[src/rtl/if_fetch_queue.sv]
// ============================================================================
// if_fetch_queue: in-order instruction fetch queue between PC and decode
// Revision: 1.0
// ============================================================================
`default_nettype none

module if_fetch_queue #(
    parameter int W     = 32,
    parameter int DEPTH = 4
) (
    input  logic         clk_i,
    input  logic         rst_ni,
    input  logic [W-1:0] pc_i,
    input  logic         flush_i,
    output logic         stall_o,
    output logic         imem_req_o,
    output logic [W-1:0] imem_addr_o,
    input  logic         imem_gnt_i,
    input  logic         imem_rvalid_i,
    input  logic [W-1:0] imem_rdata_i,
    output logic         id_valid_o,
    input  logic         id_ready_i,
    output logic [W-1:0] id_pc_o,
    output logic [W-1:0] id_instr_o
);

    localparam int c_ptr_w = $clog2(DEPTH);
    localparam int c_cnt_w = c_ptr_w + 1;
    localparam logic [c_cnt_w:0] c_depth = (c_cnt_w + 1)'(DEPTH);

    logic [W-1:0]       pc_q    [DEPTH];
    logic [W-1:0]       pc_d    [DEPTH];
    logic [W-1:0]       instr_q [DEPTH];
    logic [W-1:0]       instr_d [DEPTH];
    logic [DEPTH-1:0]   filled_q, filled_d;
    logic [c_ptr_w-1:0] rd_ptr_q, rd_ptr_d;
    logic [c_ptr_w-1:0] wr_ptr_q, wr_ptr_d;
    logic [c_ptr_w-1:0] fill_ptr_q, fill_ptr_d;
    logic [c_cnt_w-1:0] count_q, count_d;
    logic [c_cnt_w-1:0] pend_q, pend_d;
    logic [c_cnt_w-1:0] drop_q, drop_d;

    logic               w_pop;
    logic               w_res;
    logic               w_fill;
    logic               w_drop;
    logic [c_cnt_w:0]   w_credit;
    logic [c_cnt_w-1:0] w_flush_sum;

    assign id_valid_o  = !flush_i && (count_q != '0) && filled_q[rd_ptr_q];
    assign id_pc_o     = pc_q[rd_ptr_q];
    assign id_instr_o  = instr_q[rd_ptr_q];
    assign w_pop       = id_valid_o & id_ready_i;

    // Outstanding requests still owed a response count against capacity too.
    assign w_credit    = {1'b0, count_q} + {1'b0, drop_q} - {{c_cnt_w{1'b0}}, w_pop};
    assign imem_req_o  = rst_ni && !flush_i && (w_credit < c_depth);
    assign imem_addr_o = pc_i;
    assign w_res       = imem_req_o & imem_gnt_i;
    assign stall_o     = !flush_i && !w_res;

    assign w_fill      = imem_rvalid_i && (drop_q == '0) && (pend_q != '0);
    assign w_drop      = imem_rvalid_i && (drop_q != '0);
    assign w_flush_sum = drop_q + pend_q;

    always_comb begin
        pc_d       = pc_q;
        instr_d    = instr_q;
        filled_d   = filled_q;
        rd_ptr_d   = rd_ptr_q;
        wr_ptr_d   = wr_ptr_q;
        fill_ptr_d = fill_ptr_q;
        count_d    = count_q;
        pend_d     = pend_q;
        drop_d     = drop_q;

        if (flush_i) begin
            filled_d   = '0;
            rd_ptr_d   = '0;
            wr_ptr_d   = '0;
            fill_ptr_d = '0;
            count_d    = '0;
            pend_d     = '0;
            // A response landing during the flush belongs to old traffic.
            if (imem_rvalid_i && (w_flush_sum != '0)) begin
                drop_d = w_flush_sum - c_cnt_w'(1);
            end else begin
                drop_d = w_flush_sum;
            end
        end else begin
            if (w_pop) begin
                filled_d[rd_ptr_q] = 1'b0;
                rd_ptr_d           = rd_ptr_q + c_ptr_w'(1);
            end
            if (w_res) begin
                pc_d[wr_ptr_q]     = pc_i;
                filled_d[wr_ptr_q] = 1'b0;
                wr_ptr_d           = wr_ptr_q + c_ptr_w'(1);
            end
            if (w_fill) begin
                instr_d[fill_ptr_q]  = imem_rdata_i;
                filled_d[fill_ptr_q] = 1'b1;
                fill_ptr_d           = fill_ptr_q + c_ptr_w'(1);
            end
            if (w_drop) begin
                drop_d = drop_q - c_cnt_w'(1);
            end
            count_d = count_q + c_cnt_w'(w_res) - c_cnt_w'(w_pop);
            pend_d  = pend_q + c_cnt_w'(w_res) - c_cnt_w'(w_fill);
        end
    end

    always_ff @(posedge clk_i or negedge rst_ni) begin
        if (!rst_ni) begin
            for (int i = 0; i < DEPTH; i++) begin
                pc_q[i]    <= '0;
                instr_q[i] <= '0;
            end
            filled_q   <= '0;
            rd_ptr_q   <= '0;
            wr_ptr_q   <= '0;
            fill_ptr_q <= '0;
            count_q    <= '0;
            pend_q     <= '0;
            drop_q     <= '0;
        end else begin
            pc_q       <= pc_d;
            instr_q    <= instr_d;
            filled_q   <= filled_d;
            rd_ptr_q   <= rd_ptr_d;
            wr_ptr_q   <= wr_ptr_d;
            fill_ptr_q <= fill_ptr_d;
            count_q    <= count_d;
            pend_q     <= pend_d;
            drop_q     <= drop_d;
        end
    end

endmodule

`default_nettype wire

[config.mk]
export PLATFORM = sky130hd
export DESIGN_NAME = if_fetch_queue
export DESIGN_NICKNAME = d
export VERILOG_FILES = /design/src/rtl/if_fetch_queue.sv
export SDC_FILE = /design/constraint.sdc
export NUM_CORES = 1
export LEC_CHECK = 0
export BUFFER_PORTS_ARGS = -buffer_cell sky130_fd_sc_hd__buf_2
export CAP_MARGIN = 20
export CORE_MARGIN = 5
export CORE_UTILIZATION = 62
export CTS_CLUSTER_DIAMETER = 120
export DETAILED_ROUTE_END_ITERATION = 8
export PLACE_DENSITY = 0.88
export SLEW_MARGIN = 20
export SYNTH_ARGS = -nofsm -noshare
export SYNTH_HDL_FRONTEND = slang
export SYNTH_SLANG_ARGS = --single-unit
[constraint.sdc]
create_clock -name clk_i -period 8.4 [get_ports clk_i]
set_clock_uncertainty 0.1 [all_clocks]
set_input_delay 2.1 -clock clk_i [delete_from_list [all_inputs] [get_ports clk_i]]
set_output_delay 2.1 -clock clk_i [all_outputs]
set_load 0.02 [all_outputs]
Word-level counts from Yosys, hierarchy flattened
Cells that the tools add are included.
Cells by class
  multiplexer cells: 37
  div/mod/pow operators: 0
  shift-type cells: 0
  eq/ne operators: 0
  reductions and logical operators: 27
  multipliers: 0
  $lt $le $gt $ge: 12
  bitwise logic cells: 11
  $add $sub $neg: 12
Operators by type and width (number)
  128-bit bitwise mux: 2
  32-bit two-way mux: 6
  32-bit binary-select mux with 2-bit select: 2
  32-bit demux with 2-bit select: 2
  4-bit two-way mux: 6
  3-bit two-way mux: 5
  1-bit logical AND: 14
  2-bit two-way mux: 6
  3-bit nonzero test: 4
  3-bit >= comparator, second input constant: 3
  2-bit by 3-bit less-than comparator with 1-bit output, second input constant: 3
  2-bit inverter with 3-bit output: 3
  4-bit bitwise AND: 2
  4-bit inverter: 2
  2-bit nonzero test: 4
  2-bit by 1-bit adder with 2-bit output, second input constant: 3
  3-bit by 1-bit adder with 3-bit output: 2
  1-bit demux with 2-bit select: 3
  2-bit by 1-bit >= comparator with 1-bit output, second input constant: 3
  3-bit by 1-bit less-than comparator with 1-bit output, second input constant: 2
  3-bit by 1-bit subtractor with 3-bit output: 2
  3-bit by 1-bit subtractor with 3-bit output, second input constant: 2
  3-bit by 3-bit adder with 4-bit output: 1
  4-bit by 3-bit less-than comparator with 1-bit output, second input constant: 1
  10 further kinds: 16
Word-level totals
  bits in writable memories: 0
  bits of input ports: 70
  logic and storage cells: 114
  memories kept: 0
  memory bits (read-only): 0
  latch bits: 0
  bits in registers: 275

Longest topological paths before layout
Gate-level depths: netlist of run 1.
  depth after elaboration: 14
  depth in mapped cells: 20

Worst setup path before layout of run 1
No wires, ideal clock.
  kind: input to output
  start: in flush_i
  end: out stall_o
  buffers on the path: 2
  arrival: 4.478 ns
  slack: 1.722 ns
  stages: 11
  cell sequence: clkbuf_1 clkinv_1 and2_1 ha_1 inv_1 ha_1 and3b_2 o211a_1 clkbuf_1 o21a_1 a21oi_1
Between the ends
  longest elaborated chain between the ends: 10
  elaborated cells on any way between the ends: 11
Ends and longest elaborated chain
  from (decl): line 14  | input logic flush_i,
  1-bit logical NOT (*): line 50, 57
  1-bit logical AND (2 in a row): line 50  | assign id_valid_o = !flush_i && (count_q != '0) && filled_q[rd_ptr_q];
  1-bit bitwise AND: line 53  | assign w_pop = id_valid_o & id_ready_i;
  4-bit by 1-bit subtractor with 4-bit output: line 56  | assign w_credit = {1'b0, count_q} + {1'b0, drop_q} - {{c_cnt_w{1'b0}}, w_pop};
  4-bit by 3-bit less-than comparator with 1-bit output: line 57  | assign imem_req_o = rst_ni && !flush_i && (w_credit < c_depth);
  1-bit logical AND (*): line 57
  net imem_req_o: line 16  | output logic imem_req_o,
  1-bit bitwise AND (*): line 59  | assign w_res = imem_req_o & imem_gnt_i;
  1-bit logical NOT (*): line 60  | assign stall_o = !flush_i && !w_res;
  1-bit logical AND (*): line 60
  to (decl): line 15  | output logic stall_o,
The timed path passes the listed nets; every way through them passes the cells marked *.

Worst setup path after layout of run 1
  start: in flush_i
  end: out stall_o
Between the ends
  longest elaborated chain between the ends: 10
  elaborated cells on any way between the ends: 11
Ends and longest elaborated chain (line)
  1-bit logical NOT (*): 50, 57, 60
  1-bit logical AND (2 in a row): 50
  1-bit bitwise AND: 53
  4-bit by 1-bit subtractor with 4-bit output: 56
  4-bit by 3-bit less-than comparator with 1-bit output: 57
  1-bit logical AND: 57
  1-bit bitwise AND: 59
  1-bit logical NOT: 60
  1-bit logical AND (*): 60
Mark *: on every way between the ends. The rest lies on a longest branch, timed or not.

==> flow_summary.yaml, run 1 <==
layout:
  final_nets: 1029
  syn_to_final_growth_pct: 13.6
  drive_gt1_share_pct: 58.8
  fin_area_um2: 14500
power:
  power_uw: 3660
  p_per_area_nw_per_um2: 252
  leakage_uw: 0.00731
  ir_worst_vdd_mv: 0.189
synth:
  muxShareOfSynthArea_pct: 34.6
  yosysMostFrequentCell: "dfrtp_1"
  yosysTopAreaCell: "dfrtp_1"
  yosys.area_share.simple_pct: 1.77
  synth_ff_type: "dfrtp_1"
  synthXorXnorAreaFrac_pct: 0.617
  synth_edf_count: 0
  synth_common_cells: "dfrtp_1, mux2_2, mux4_2"
  synthAdderAreaFrac_pct: 3.02
  mappedNetlistNets: 900
  synthDominantCellAreaShare_pct: 53.9
  synth_top_family_by_area: "multiplexers"
  yosys_warnings: 0
  netlist_instances: 801
  synth_compound_area_share_pct: 1.26
  async_reset_ff_share_pct: 100
  syn_area_um2: 12800
  synth_seq_cells: 275
  ys_types: 37
  ys_seq_area_share_pct: 53.9
  netlist_top_cells_area: "dfrtp_1, mux2_2, mux4_2"
  avgSynthCellArea_um2: 16.0
cts:
  tritoncts: "yes"
  postCtsSetupRepairBufs: 0
  cts_buffers: 28
  path_clk_slew_ps: 60
  insertion_delay_ps: 520
  cts-resized-gates: 0
  root_buffer: "clkbuf_16"
  cts.path.max_buffers: 3
  postCtsHoldBufs: 0
  htreeDepth: 1
  cts_sinks: 275
sta:
  maxSlewViolCount: 0
  timing_hold_violations_final: 0
  setup_tns_ps: 0
  timing.fmax_mhz: 143
  finalCriticalPeriod_ps: 6980
  relSlewSlack_pct: 28.9
  final-setup-viol-count: 0
  rsz0062_at_grt: "no"
  tightest_slew_ps: 1070
  period_share_pct: 83.1
  holdWs_ps: 399
critical_path:
  crit_path_start_kind: "input port"
  arrival_ps: 4780
  cp_max_fo: 19
  worstSetupEndpointType: "primary output"
  crit_required_ps: 6200
  critPathKind: "in2out"
detailed_routing:
  drt_iter0_drc: 274
  postRouteWirelength_mm: 24.7
  antenna_left: 0
  route.vias.total: 7096
  drc_errors: 0
  vias_per_cell: 5.80
  drt_first_pass_iters: 5
  wl_per_cell_um: 20.2
placement:
  gp_congestion: 0.772
  dp_hpwl_mm: 15.8
  port_buffers: 168
  place_area_um2: 13600
grt:
  grt_pass1_wl_mm: 41.6
  first_global_vias: 8040
  grt_max_degree: 88
  globalRoute.totalOverflow: 0
  antenna_found_initial: 1
  track_usage_pct: 21.5
die:
  num_rows: 52
  die_x_um: 154
  die_h_um: 154
  start_util_pct: 63.2
  boundaryPins: 169
  dieArea_um2: 23600
  core_um2: 20200
run:
  drv_cap: 0
status:
  outcome: "finished, final reports clean"
worst_hold_path:
  hp-class: "reg2reg"
layer usage:
| layer | wire [µm] | GRT usage (%) |
|---|---|---|
| met4 | 495 | 4.46 |
| met5 | 11 | 0 |
| met2 | 12900 | 37.6 |
| met1 | 10000 | 28.3 |
| met3 | 1350 | 4.33 |
placed cells by master (no fill, tap or decap), drive strengths merged, types with 5 or more instances in the layout:
cell type  netlist  routed
dfrtp          275     275
clkbuf          17      43
mux2           259     259
buf             65     181
inv             21      21
and2             5       5
mux4            65      65
nand2            6       6
nor2            10      10
nor2b            5       5
clkinv           1       8
ha              26      26
xnor2            7       7
state kept, by name (all words and copies together) (netlist names):
signal,flops
instr_q,128
drop_q,3
wr_ptr_q,2
pc_q,128
pend_q,3
fill_ptr_q,2
count_q,3
filled_q,4
rd_ptr_q,2
where the power goes:
group	internal, µW	total [µW]	leakage, µW	switching (µW)
clock	753	1250	0.000472	495
combinational	390	817	0.00307	427
sequential	1500	1600	0.00377	94.1
kinds of logic after synthesis:
logic type | after synthesis
compound gates | 17
xor+xnor | 9
fa+ha+maj | 29
buf+inv | 104
flops | 275
mux | 328
simple gates | 39
worst max-delay path, stage by stage:
cell      delay, ps
buf_2           310
clkinv_1        330
and2_1          250
ha_1            180
inv_1            60
ha_1            210
and3b_2         220
nor4_4          570
o21a_1          270
a21oi_1          90
buf_2           180
through the flow:
step / instances / worst slack [ps] / utilization [%]
finish: 1223 / 1420 / 71.8
global route: 1222 / 1200 / 71.7
CTS: 1222 / 1390 / 71.7
detailed placement: 1170 / 1420 / 67.1
global placement: 1170 / 1520 / 67.1
floorplan: 801 / 1720 / -
cell type report:
type                            count  area, µm²
Tap cell                          270        338
Inverter                           22       82.6
Sequential cell                   275       6890
Fill cell                        1279       5720
Clock buffer                       43        848
Clock inverter                      9       95.1
Antenna cell                        1       2.50
Multi-Input combinational cell    422       5320
Timing Repair Buffer              181        948
path summary, 6_finish.rpt:
path / slack (ps) / endpoint / cells past startpoint / from
setup / recovery: 1420 / stall_o / 11 / flush_i
hold / removal: 400 / pc_q[53] / 1 / pc_q[53]
setup reg to reg: 3460 / count_q[2] / 17 / rd_ptr_q[0]
hold reg to reg: 400 / pc_q[53] / 1 / pc_q[53]
max in group asynchronous: 4760 / instr_q[36] / 3 / rst_ni
min in group asynchronous: 1470 / count_q[2] / 1 / rst_ni
Power figures use the tool's default switching activity.
==> inputs of run 2 (changes only) <==
ABC_AREA = 1   (was unset)
CORE_UTILIZATION = 53   (was 62)
PLACE_DENSITY = 0.8   (was 0.88)
clock period = 6.4 ns   (was 8.4 ns; I/O delays follow)
==> run 2 against run 1 <==
Design area is 3.5% higher. Sequential power is 34% higher. Combinational power is 69% higher. Total power is 48% higher. Synthesized cell count is 100% higher. Critical endpoint is now imem_req_o. Clock-buffer cell count is 2 lower. Die area is 21% higher. Non-clock buffer count is 4 higher. Wire length is 40% higher. Utilization is 12 points lower. Critical path depth is 3 higher. Sequential cell count stayed put.
==> flow_summary.yaml, run 2 <==
synth:
  syn_area_um2: 13400
  ys_types: 26
  synth_edf_count: 0
  async_reset_ff_share_pct: 100
  netlist_instances: 1610
  mappedNetlistNets: 1709
  synth_seq_cells: 275
  synthDominantCellAreaShare_pct: 51.4
  avgSynthCellArea_um2: 8.31
  synth_common_cells: "nand2_1, dfrtp_1, o21ai_0"
  yosys_warnings: 0
  yosysMostFrequentCell: "nand2_1"
  ys_seq_area_share_pct: 51.4
  synth_ff_type: "dfrtp_1"
  yosysTopAreaCell: "dfrtp_1"
  netlist_top_cells_area: "dfrtp_1, nand2_1, o21ai_0"
sta:
  timing_hold_violations_final: 0
  relSlewSlack_pct: 28.5
  finalCriticalPeriod_ps: 5580
  final-setup-viol-count: 0
  period_share_pct: 87.2
  rsz0062_at_grt: "no"
  timing.fmax_mhz: 179
  maxSlewViolCount: 0
  tightest_slew_ps: 1070
  setup_tns_ps: 0
power:
  pwr-share-seq_pct: 39.7
  leakage_uw: 0.00797
  switchingPower_uw: 1790
  p_comb_share_pct: 25.4
  power.internal_uw: 3630
  switching_share_pct: 33.1
  ir_worst_vdd_mv: 0.225
  p_per_area_nw_per_um2: 361
  power_frac_clock_pct: 34.9
  power_uw: 5420
cts:
  tritoncts: "yes"
  path_clk_slew_ps: 60
  root_buffer: "clkbuf_16"
  cts.path.max_buffers: 3
  postCtsHoldBufs: 0
  postCtsSetupRepairBufs: 0
  cts_buffers: 30
  insertion_delay_ps: 540
  htreeDepth: 1
  cts-resized-gates: 0
  cts_sinks: 275
critical_path:
  crit_required_ps: 4700
  cp_slowest_stage_delay_ps: 290
  crit_path_start_kind: "input port"
  cp_top_family: "buffers and inverters"
  cp_max_fo: 26
  arrival_ps: 3880
  critical_path_buf_inv_count: 5
  critPathKind: "in2out"
  worstSetupEndpointType: "primary output"
  crit_chain: "buf_2 -> a21oi_1 -> nand4_1 -> inv_1 -> ha_1 -> inv_1 -> ha_1 -> nand3_1 -> nand2_1 -> nand2_1 -> nand3_1 -> nor2_4 -> buf_4 -> buf_2"
  critPathSlowestCell: "buf_4"
detailed_routing:
  postRouteWirelength_mm: 34.7
  wl_per_cell_um: 17.2
  drc_errors: 0
  antenna_left: 0
  drt_iter0_drc: 1336
  route.vias.total: 11587
  vias_per_cell: 5.74
  drt_first_pass_iters: 5
die:
  dieArea_um2: 28500
  die_h_um: 169
  core_um2: 25000
  die_x_um: 169
  num_rows: 58
  start_util_pct: 53.4
  boundaryPins: 169
grt:
  grt_max_degree: 111
  first_global_vias: 11203
  antenna_found_initial: 0
  globalRoute.totalOverflow: 0
  track_usage_pct: 23.8
  grt_pass1_wl_mm: 57.2
layout:
  final_nets: 1765
  largestRegisters: "instr_q x128, pc_q x128, filled_q x4"
  syn_to_final_growth_pct: 12.3
  diodes: 0
  mostFrequentLayoutCells: "nand2_1, dfrtp_1, o21ai_0"
  drive_gt1_share_pct: 15.1
  final_common_cell: "nand2_1"
run:
  drv_cap: 0
worst_hold_path:
  hp-class: "reg2reg"
placement:
  port_buffers: 168
  dp_hpwl_mm: 19.2
  gp_congestion: 0.836
status:
  outcome: "finished, final reports clean"
## run 2: cell types whose count changed in the layout (fill, tap and decap cells not counted), moves of 50 or more
cell / previous run / this run
mux2_2: 259 / 0
nand2_1: 6 / 425
inv_1: 21 / 71
nand4_1: 0 / 130
nor2_1: 10 / 147
o22ai_1: 0 / 64
mux4_2: 65 / 0
o21ai_0: 1 / 262
## run 2: layout make-up
type,count,area (µm²)
clock buffers,41,883
clock inverters,15,223
fillers,2166,10000
inverters,74,280
multi-input cells,1100,5340
flip-flops and latches,275,6890
well taps,330,413
repair buffers,185,993
## run 2: worst reg2reg max path, cell delays in order (launching register included)
cell and delay [ps]:
dfrtp_4 610, inv_4 460, nand2_1 110, nand3_1 130, nand4_1 220, inv_1 190, ha_1 170, inv_1 40
ha_1 280, nand3_1 110, nand2_1 80, nand2_1 90, nand3_1 110, nor2_4 100, buf_4 290, buf_4 870
nand4_1 260, nand2_1 140
## run 2: path summary, 6_finish.rpt
path	end	depth (start not counted)	slack (ps)	start
worst max register to register	pc_q[57]	17	1970	rd_ptr_q[0]
worst min-delay path	pc_q[72]	2	370	pc_q[72]
worst max-delay path	imem_req_o	14	820	flush_i
worst min register to register	pc_q[72]	2	370	pc_q[72]
min in group asynchronous	instr_q[18]	1	920	rst_ni
max in group asynchronous	pc_q[117]	3	3130	rst_ni
## run 2: layer usage
layer | track usage [%] | wire, µm
met1 | 33.5 | 14600
met2 | 39.2 | 16700
met3 | 2.97 | 2780
met4 | 6.77 | 711
met5 | 0 | 0
## run 2: kinds of logic (layout without fill, tap and decap cells)
| logic type | after synthesis | count (layout) | synth area share [%] |
|---|---|---|---|
| adder cells (fa/ha/maj) | 29 | 29 | 2.88 |
| AO/OA/AOI/OAI | 339 | 339 | 13.3 |
| buffers and inverters | 235 | 315 | 8.77 |
| flip-flops | 275 | 275 | 51.4 |
| XOR/XNOR | 3 | 3 | 0.196 |
| AND/OR/NAND/NOR | 729 | 729 | 23.4 |
## run 2: through the flow
step / std cells / setup slack, ps / hold WS, ps / util, % / instance area [µm²]
final: 2020 / 816 / 367 / 60.0 / 15000
after global routing: 2020 / 574 / 387 / 60.0 / 15000
after CTS: 2020 / 840 / 368 / 60.0 / 15000
after detailed placement: 1964 / 849 / 353 / 55.5 / 13900
after global placement: 1963 / 917 / 348 / 55.5 / 13900
after floorplan: 1610 / 1180 / 337 / - / 13400
## run 2: power by group through the flow
| stage | clock network (µW) | registers, µW | logic (µW) |
|---|---|---|---|
| floorplan | 0 | 2140 | 982 |
| finish | 1890 | 2150 | 1380 |
| global route | 2000 | 2190 | 1530 |
| global placement | 0 | 2170 | 1340 |
| CTS | 1920 | 2150 | 1380 |
| detailed placement | 0 | 2180 | 1370 |
